`config.mk`:
```
export PLATFORM = sky130hd
export DESIGN_NAME = core_mc_control
export DESIGN_NICKNAME = d
export VERILOG_FILES = /design/src/rtl/core_mc_control.sv
export SDC_FILE = /design/constraint.sdc
export NUM_CORES = 1
export LEC_CHECK = 0
export ABC_AREA = 1
export BUFFER_PORTS_ARGS = -buffer_cell sky130_fd_sc_hd__clkbuf_2
export CORE_MARGIN = 2
export CORE_UTILIZATION = 52
export DETAILED_ROUTE_END_ITERATION = 12
export PLACE_DENSITY = 0.84
export SLEW_MARGIN = 20
export SYNTH_ARGS = -nofsm -noshare
export SYNTH_HDL_FRONTEND = slang
export SYNTH_SLANG_ARGS = --single-unit
```
`constraint.sdc`:
```
create_clock -name clk -period 2.12 [get_ports clk]
set_input_delay 0.424 -clock clk [delete_from_list [all_inputs] [get_ports clk]]
set_output_delay 0.424 -clock clk [all_outputs]
set_load 0.005 [all_outputs]
```
`src/rtl/core_mc_control.sv`:
```
// core_mc_control: multi-cycle RV32 control FSM (fetch/decode/exec/mem/wb) with sticky error flags.
// Optional memory-wait timeout enabled by defining CORE_MC_TIMEOUT_EN.
module core_mc_control #(
   parameter int TMO_CYCLES = 16
) (
   input  logic       clk,
   input  logic       rst,
   input  logic [6:0] opcode_i,
   input  logic       mem_ack_i,
   input  logic       br_taken_i,
   output logic       mem_req,
   output logic       mem_we,
   output logic       mem_addr_sel,
   output logic       ir_we,
   output logic       pc_we,
   output logic [1:0] pc_src,
   output logic [1:0] aluop,
   output logic [1:0] alusrc,
   output logic       regwrite,
   output logic       memtoreg,
   output logic       illegal,
   output logic       fault,
   output logic [2:0] state_o
);
   typedef enum logic [2:0] {FETCH, DECODE, EXEC, MEM, WB, HALT} state_t;
   localparam logic [6:0] OP_R      = 7'b0110011;
   localparam logic [6:0] OP_I      = 7'b0010011;
   localparam logic [6:0] OP_LOAD   = 7'b0000011;
   localparam logic [6:0] OP_STORE  = 7'b0100011;
   localparam logic [6:0] OP_BRANCH = 7'b1100011;
   localparam logic [6:0] OP_JAL    = 7'b1101111;
   localparam logic [6:0] OP_JALR   = 7'b1100111;
   state_t     state, state_d;
   logic [6:0] opc;
   logic       ill_q, ill_set, flt_set;
   logic       req, we, asel, irwe, pcwe, rw, m2r;
   logic [1:0] pcsrc, al, as;
   logic       legal, in_dp, is_ld, is_st, is_br, is_jal, is_jalr;
   assign legal = opcode_i == OP_R || opcode_i == OP_I || opcode_i == OP_LOAD ||
                  opcode_i == OP_STORE || opcode_i == OP_BRANCH ||
                  opcode_i == OP_JAL || opcode_i == OP_JALR;
   assign is_ld   = opc == OP_LOAD;
   assign is_st   = opc == OP_STORE;
   assign is_br   = opc == OP_BRANCH;
   assign is_jal  = opc == OP_JAL;
   assign is_jalr = opc == OP_JALR;
   assign in_dp   = state == EXEC || state == MEM || state == WB;
   assign al = !in_dp ? 2'b00 : opc == OP_R ? 2'b10 : opc == OP_I ? 2'b11 : is_br ? 2'b01 : 2'b00;
   assign as = !in_dp ? 2'b00 : (opc == OP_I || is_ld || is_st) ? 2'b01 :
               (is_jal || is_jalr) ? 2'b10 : 2'b00;
`ifdef CORE_MC_TIMEOUT_EN
   localparam int CW = $clog2(TMO_CYCLES + 1);
   logic [CW-1:0] wcnt, wcnt_d;
   logic          flt_q, waiting;
   assign waiting = state == FETCH || state == MEM;
`endif
   always_comb begin
      state_d = state;
      req     = 1'b0;
      we      = 1'b0;
      asel    = 1'b0;
      irwe    = 1'b0;
      pcwe    = 1'b0;
      pcsrc   = 2'b00;
      rw      = 1'b0;
      m2r     = 1'b0;
      ill_set = 1'b0;
      flt_set = 1'b0;
      case (state)
         FETCH: begin
            req = 1'b1;
            irwe = mem_ack_i;
            state_d = mem_ack_i ? DECODE : FETCH;
         end
         DECODE: begin
            ill_set = !legal;
            state_d = legal ? EXEC : HALT;
         end
         EXEC: begin
            pcwe = is_br;
            pcsrc = (is_br && br_taken_i) ? 2'b01 : 2'b00;
            state_d = is_br ? FETCH : (is_ld || is_st) ? MEM : WB;
         end
         MEM: begin
            req = 1'b1;
            asel = 1'b1;
            we = is_st;
            pcwe = mem_ack_i && is_st;
            state_d = !mem_ack_i ? MEM : is_st ? FETCH : WB;
         end
         WB: begin
            rw = 1'b1;
            m2r = is_ld;
            pcwe = 1'b1;
            pcsrc = is_jal ? 2'b01 : is_jalr ? 2'b10 : 2'b00;
            state_d = FETCH;
         end
         HALT: state_d = HALT;
         default: state_d = FETCH;
      endcase
`ifdef CORE_MC_TIMEOUT_EN
      // An ack on the last allowed cycle takes priority over the timeout.
      if (waiting && !mem_ack_i && wcnt == CW'(TMO_CYCLES - 1)) begin
         state_d = HALT;
         flt_set = 1'b1;
      end
`endif
   end
`ifdef CORE_MC_TIMEOUT_EN
   assign wcnt_d = (state_d != state) ? '0 : (waiting && !mem_ack_i) ? wcnt + 1'b1 : wcnt;
`endif
   always_ff @(posedge clk) begin
      if (rst) begin
         state <= FETCH;
         opc   <= '0;
         ill_q <= 1'b0;
`ifdef CORE_MC_TIMEOUT_EN
         wcnt  <= '0;
         flt_q <= 1'b0;
`endif
      end else begin
         state <= state_d;
         if (state == DECODE) opc <= opcode_i;
         ill_q <= ill_q | ill_set;
`ifdef CORE_MC_TIMEOUT_EN
         wcnt  <= wcnt_d;
         flt_q <= flt_q | flt_set;
`endif
      end
   end
   assign mem_req      = !rst && req;
   assign mem_we       = !rst && we;
   assign mem_addr_sel = !rst && asel;
   assign ir_we        = !rst && irwe;
   assign pc_we        = !rst && pcwe;
   assign regwrite     = !rst && rw;
   assign memtoreg     = !rst && m2r;
   assign illegal      = !rst && ill_q;
   assign pc_src       = rst ? 2'b00 : pcsrc;
   assign aluop        = rst ? 2'b00 : al;
   assign alusrc       = rst ? 2'b00 : as;
   assign state_o      = rst ? 3'd0 : state;
`ifdef CORE_MC_TIMEOUT_EN
   assign fault = !rst && flt_q;
`else
   // Fault can never be raised without the timeout; the term keeps TMO_CYCLES referenced.
   assign fault = flt_set & (TMO_CYCLES < 0);
`endif
endmodule

```
# Word-level counts from Yosys, hierarchy flattened
# Index checks and enable logic that the tools add are counted.
# W data, S select, Z words.
# op_classes
n_reduce_logical	26
muxes	30
bitwise_logic	1
n_eq_ne	19
# op_table
operator	n
$eq A7 B7 Y1 const B	6
$eq A7 B6 Y1 const B	4
$mux W2	11
$mux W3	6
$pmux W3 S5	1
$eq A7 B2 Y1 const B	2
$eq A7 B5 Y1 const B	2
$logic_or A1 B1 Y1	12
$logic_and A1 B1 Y1	10
$mux W1	10
$eq A3 B2 Y1 const B	2
$eq A3 B3 Y1 const B	2
$pmux W2 S2	1
$eq A3 B1 Y1 const B	1
$logic_not A3 Y1	1
$pmux W1 S3	1
$logic_not A1 Y1	2
$reduce_or A2 Y1	1
$or A1 B1 Y1	1
# totals
elab_cells	79
out_inout_bits	18
regBits	11
inputBits	11

# Depth between registers and ports, before layout
# Gate-level depths: netlist (run 1).
# logic_depth
word_depth	10
ltp_mapped	9
ltp_nobuf	9

# Least setup slack after synthesis (run 1)
# OpenSTA, ideal clock, no wires.
# synth_timing
path_kind	reg2out
startpoint	reg state[0]
endpoint	out alusrc[0]
arrival_ns	0.925
t_required_ns	1.696
path_buffers	0
path_slack_ns	0.771
stages_incl_launch_ff	7
cell_sequence	dfxtp_1 -> inv_2 -> nand2_4 -> nor2_4 -> inv_2 -> a31oi_4 -> o21a_1
# synth_between
elab_chain_len	5
word_cells_on_any_way	7
classes_between	3 x eq/ne; 2 x mux; 2 x reduce/logical
# synth_rtl
item	line_no	rtl
from (decl)	33	state_t state, state_d;
from (signal assigned)	122	state <= state_d;
$eq A3 B2 Y1	47	assign in_dp = state == EXEC || state == MEM || state == WB;
$logic_or A1 B1 Y1	47	
$logic_or A1 B1 Y1 *	47	
$mux W2 *	49	assign as = !in_dp ? 2'b00 : (opc == OP_I || is_ld || is_st) ? 2'b01 :
$mux W2 *	141	assign alusrc = rst ? 2'b00 : as;
to (decl)	18	output logic [1:0] alusrc,
# Every way passes the cells marked *; elsewhere a longest branch is shown, timed or not.

# Worst setup path in the final report (run 1)
# layout_timing
startpoint	reg state[1]
endpoint	out aluop[0]
# layout_between
elab_chain_len	5
word_cells_on_any_way	7
classes_between	3 x eq/ne; 2 x mux; 2 x reduce/logical
# layout_rtl
item	line_no	rtl
$eq A3 B2 Y1	47	
$logic_or A1 B1 Y1	47	
$logic_or A1 B1 Y1 *	47	
$mux W2 *	48	assign al = !in_dp ? 2'b00 : opc == OP_R ? 2'b10 : opc == OP_I ? 2'b11 : is_br ? 2'b01 : 2'b00;
$mux W2 *	140	assign aluop = rst ? 2'b00 : al;
to (decl)	17	output logic [1:0] aluop,
# Marked as above.

==> metrics, run 1 <==
Crit path arrival time roughly 1.4 ns; Die ar. ~1900 sq um; worst skew pair latency roughly 0.27 ns; Num CTS Buffers 3; cell area after synthesis 825 sq um; Worst Path Max Fanout 4; Yosys warnings 0; Post-CTS Setup Bufs 0; share of layout cells above drive strength 1 0.319; Initial Util 0.554; Post-Syn Area per Cell just over 6 sq um; PwrDens ~540 nW/um^2; Sink Count 11; Max IR drop VDD roughly 0.00044 V; clk slew on worst S/H paths around 0.07 ns; Post-DRT Antenna Nets 0; final core utilization 0.663; sequential share of the synthesized area 0.267; Metal-1 WL 827 microns; Clock Root Buffer clkbuf_4; Top delay family on crit path flip-flops; via/cell ratio 4.89; WP buf/inv 4; Congestion Overflow GR 0; Setup-failing EPs final 0; clock buffer depth 2; top routing layer used met4; RSZ-0062 raised after global routing no; core area approximately 1500 sq um; FF+latch count, synth 11; Crit Path Category flop to primary output; CTS tree done; CTS H-tree depth 1; P&R area growth vs syn 19.7%; # rows 14; Die X-Extent 43.8 microns; 1st-iter DRT viols 12; HPWL after detailed placement roughly 1.5 mm; hold_buf cts 0; CP Launch Type flop; Tcrit/Tclk final 0.876; CP Cell Sequence inv_2, nand2_4, nor2_4, inv_2, a31oi_4, o21ai_1, inv_1, clkbuf_2; fin. max-slew vios 0; Top Ports 29; IO Port Bufs 27; antenna violations before repair 0; pre-CTS setup slack ~0.42 ns; CTS resizes 0; vias in the first global route 776; synth unique cells 23; DRC 0; kind of end point of the critical path primary output; Avg WL per Cell between 10 and 15 microns; Worst EP required about 1.7 ns; global-route wire length before repair just over 3 mm; Max-Cap Viols 0; fin crit period ~1.9 ns; Post-Synthesis Cells 135; setup tns final 0 ns; most common library cell in the layout ignoring fill and taps clkbuf_2; Final Hold Fails 0; Hold WS between 0.3 and 0.4 ns; largest net degree at the start of global routing 16; status finished, final reports clean; placer congestion estimate slightly above 0.8; final WL between 1.5 and 2 mm; leakage power roughly 0.55 nW; drt first pass iters 4; Reg area roughly 220 sq um; Diodes inserted 0; Hold Crit Class input pin to flop; DR WL met2 approximately 870 microns; Fmax 538 MHz; final worst slack between 0.2 and 0.3 ns; Fillers between 100 and 150; Worst path most repeated cell inv_2; Slowest-stage cell, CP dfxtp_1; DIE HEIGHT between 40 and 50 microns; Crit path largest cell delay roughly 0.36 ns; synthesized net count about 150; Multi-input gate area roughly 480 sq um; most frequent cells in the layout 27 x clkbuf_2, 26 x nand2_1, 21 x inv_1, 16 x nor2_1; Setup Skew 0.00562 ns; GRT Overall Usage 0.213; via count just under 900; wire length on met3 around 110 microns; Net count, final 175
==> sequential cells by signal, indices dropped and copies added (netlist names) <==
| signal | flops |
|---|---|
| opc | 7 |
| state | 3 |
| ill_q | 1 |
==> logic make-up (layout without fill, tap and decap cells) <==
| group | Yosys count | after routing | share of synthesized area |
|---|---|---|---|
| flip-flops | 11 | 11 | 0.267 |
| AND/OR/NAND/NOR | 71 | 71 | 0.425 |
| other | 1 | 1 | 0.00455 |
| AO/OA/AOI/OAI | 21 | 21 | 0.150 |
| buffers and inverters | 31 | 59 | 0.153 |
==> layer usage <==
| metal | vias up | GRT usage |
|---|---|---|
| li1 | 476 | - |
| met1 | 366 | 0.253 |
| met2 | 31 | 0.382 |
| met3 | 2 | 0.0250 |
| met4 | 0 | 0.0909 |
| met5 | - | 0 |
==> final timing paths <==
kind               start  cells past startpoint  slack, ns       end
max reg2reg     state[2]                      7       0.87  state[0]
max             state[1]                      8       0.26  aluop[0]
min          opcode_i[0]                      3       0.39    opc[0]
min reg2reg        ill_q                      2       0.46     ill_q
==> metrics by stage <==
step	power (mW)	area (sq um)	std cells
detailed placement	0.395	961	175
global placement	0.390	961	175
floorplan	0.358	825	135
global route	0.573	987	179
finish	0.535	987	179
CTS	0.535	987	179
==> Yosys cell counts <==
| library cell | instances | share of area |
|---|---|---|
| a31oi_4 | 1 | 0.026 |
| o21a_1 | 1 | 0.0091 |
| o21ai_1 | 2 | 0.012 |
| nand4_1 | 1 | 0.0076 |
| a21oi_1 | 11 | 0.067 |
| nand3b_1 | 1 | 0.0091 |
| o21ai_0 | 6 | 0.036 |
| inv_2 | 6 | 0.027 |
| nand3_1 | 10 | 0.061 |
| nor3_1 | 3 | 0.018 |
| dfxtp_1 | 11 | 0.27 |
| nand2_2 | 4 | 0.030 |
| nor2_2 | 4 | 0.030 |
| nor2_1 | 16 | 0.073 |
| nand2_4 | 1 | 0.014 |
| clkbuf_1 | 1 | 0.0045 |
| buf_4 | 2 | 0.018 |
| conb_1 | 1 | 0.0045 |
| nand2_1 | 26 | 0.12 |
| nand3_2 | 3 | 0.036 |
| inv_1 | 21 | 0.096 |
| nor2_4 | 2 | 0.027 |
| inv_4 | 1 | 0.0076 |
==> where the power goes <==
part	switching (mW)	leakage (nW)	internal, mW
Sequential	0.0205	0.0903	0.228
Combinational	0.0889	0.446	0.0528
Clock	0.0716	0.0150	0.0729
Total	0.181	0.551	0.354
==> cell type report <==
| cell class | instances | share of cell area |
|---|---|---|
| multi-input combinational | 93 | 0.484 |
| sequential | 11 | 0.223 |
| timing repair buffer | 27 | 0.137 |
| inverter | 28 | 0.109 |
| clock buffer | 4 | 0.0266 |
| tap | 16 | 0.0203 |
==> worst min-delay path, cell delays in order <==
cell and delay [ns]:
clkbuf_2 0.09, nand2_1 0.05, a21oi_1 0.05
No activity file was read; power rests on OpenSTA's default activity.
==> run 2, diff against run 1 <==
--- a/config.mk
+++ b/config.mk
@@ -8,9 +8,9 @@
 export ABC_AREA = 1
 export BUFFER_PORTS_ARGS = -buffer_cell sky130_fd_sc_hd__clkbuf_2
 export CORE_MARGIN = 2
-export CORE_UTILIZATION = 52
+export CORE_UTILIZATION = 30
 export DETAILED_ROUTE_END_ITERATION = 12
-export PLACE_DENSITY = 0.84
+export PLACE_DENSITY = 0.54
 export SLEW_MARGIN = 20
 export SYNTH_ARGS = -nofsm -noshare
 export SYNTH_HDL_FRONTEND = slang
==> run 2 against run 1 <==
  * Clock power decreased by 6%
  * Count of clock-buffer cells in the layout stayed put
  * Maximum frequency increased by 1.5%
  * Critical path depth unchanged
  * Wire length rose by 3.8%
  * Sequential cell count stayed put
  * Cell count is 8.9% higher
  * Via count fell by 0.23%
  * Sequential power about the same
  * Core utilization decreased by 29 points
  * Combinational power about the same
  * Largest power group unchanged
==> metrics, run 2 (synthesis gave the netlist of run 1 again) <==
Final Hold Fails 0; vias in the first global route just under 800; Top Ports 29; fin area a little over 1000 sq um; Fmax about 550 MHz; Max-Cap Viols 0; CTS resizes 0; most common library cell in the layout ignoring fill and taps clkbuf_2; worst hold start opcode_i[1]; Congestion Overflow GR 0; placed instance count around 190; PwrDens 522 nW/um^2; hold path endpoint opc[1]; DIE HEIGHT roughly 56 microns; hold_buf cts 0; Hold Crit Class input pin to flop; Diodes inserted 0; worst skew pair latency 0.26 ns; Clock Root Buffer clkbuf_4; fin crit period ~1.8 ns; 1st-iter DRT viols 13; final WL ~1.9 mm; Non-Filler Instances between 150 and 200; Setup-failing EPs final 0; antenna violations before repair 0; clk slew on worst S/H paths 0.07 ns; Post-CTS Setup Bufs 0; CTS H-tree depth 1; leakage power approximately 0.56 nW; RSZ-0062 raised after global routing no; Worst Path Max Fanout 4; Setup Skew 0.00416 ns; biggest regs opc (7), state (3), ill_q (1); fin. max-slew vios 0; GRT Overall Usage 0.132; P&R area growth vs syn 22.9%; Worst EP required about 1.7 ns; status finished, final reports clean; cells on worst reg2reg path 7; largest reg by FF count opc; Sink Count 11; slack of the worst reg-to-reg path approximately 0.90 ns; DRC 0; Placed Area slightly below 1000 sq um; CTS tree done; Post-DRT Antenna Nets 0; CP Launch Type flop; largest net degree at the start of global routing 14; FF-to-FF Start state[2]; max reg flops 7; placer congestion estimate 0.750; core area around 2700 sq um; Initial Util 0.307; global-route wire length before repair approximately 3.4 mm; via/cell ratio 4.48; Tcrit/Tclk final 0.864; # rows 19; Num CTS Buffers 3; HPWL after detailed placement around 1.6 mm; drt first pass iters 5; Crit Path Category flop to primary output; Die X-Extent about 56 microns; via count between 800 and 900; Hold WS a little over 0.4 ns; Die ar. ~3200 sq um; most frequent cells in the layout 27 x clkbuf_2, 26 x nand2_1, 21 x inv_1, 16 x nor2_1; IO Port Bufs 27; Crit path arrival time 1.41 ns; Net count, final 176; Avg WL per Cell about 9.7 microns; share of layout cells above drive strength 1 0.323; r2r endpoint state[0]; clock buffer depth 2; kind of end point of the critical path primary output; setup tns final 0 ns; Min-Delay Path Depth 3; Max IR drop VDD slightly below 0.0004 V
==> run 2: routing by layer <==
metal	up-vias	GRT usage	wire [microns]
met1	370	0.175	900
met4	0	0.0510	19
met2	26	0.206	874
met3	2	0.0323	106
li1	475	-	-
met5	-	0	0
==> run 2: worst max-delay path by stage <==
| stage | from | endpoint | slack [ns] | cells after the start |
|---|---|---|---|---|
| 2_1_floorplan | state[0] | alusrc[0] | 0.77 | 6 |
| 3_3_place_gp | rst | pc_src[0] | 0.56 | 5 |
| 3_5_place_dp | rst | pc_src[0] | 0.53 | 5 |
| 4_1_cts | state[1] | alusrc[1] | 0.27 | 8 |
| 5_1_grt | state[2] | pc_we | 0.12 | 8 |
| 6_report | state[0] | alusrc[1] | 0.29 | 8 |
==> run 2: per-stage QoR <==
step	power [mW]	util	setup WS, ns
6_report	0.529	0.377	0.289
3_5_place_dp	0.398	0.367	0.530
3_3_place_gp	0.395	0.367	0.557
4_1_cts	0.537	0.377	0.272
2_1_floorplan	0.358	-	0.771
5_1_grt	0.577	0.377	0.119
==> run 2: report_power, final <==
part	total, mW	switching [mW]	internal (mW)
sequential	0.248	0.0198	0.229
combinational	0.144	0.0899	0.0541
clock	0.137	0.0643	0.0727
==> run 2: critical path, cell delays in order (launching register included) <==
cell and delay, ns:
dfxtp_1 0.36, inv_2 0.11, nand2_4 0.07, nor2_4 0.11, inv_2 0.06, a31oi_4 0.17, nand3_1 0.10, inv_1 0.06
clkbuf_2 0.10
==> run 2: layout make-up <==
type | instances | area, sq um
Fill cell | 320 | 1670
Sequential cell | 11 | 220
Timing Repair Buffer | 28 | 143
Tap cell | 31 | 38.8
Multi-Input combinational cell | 93 | 478
Inverter | 28 | 108
Clock buffer | 4 | 26.3
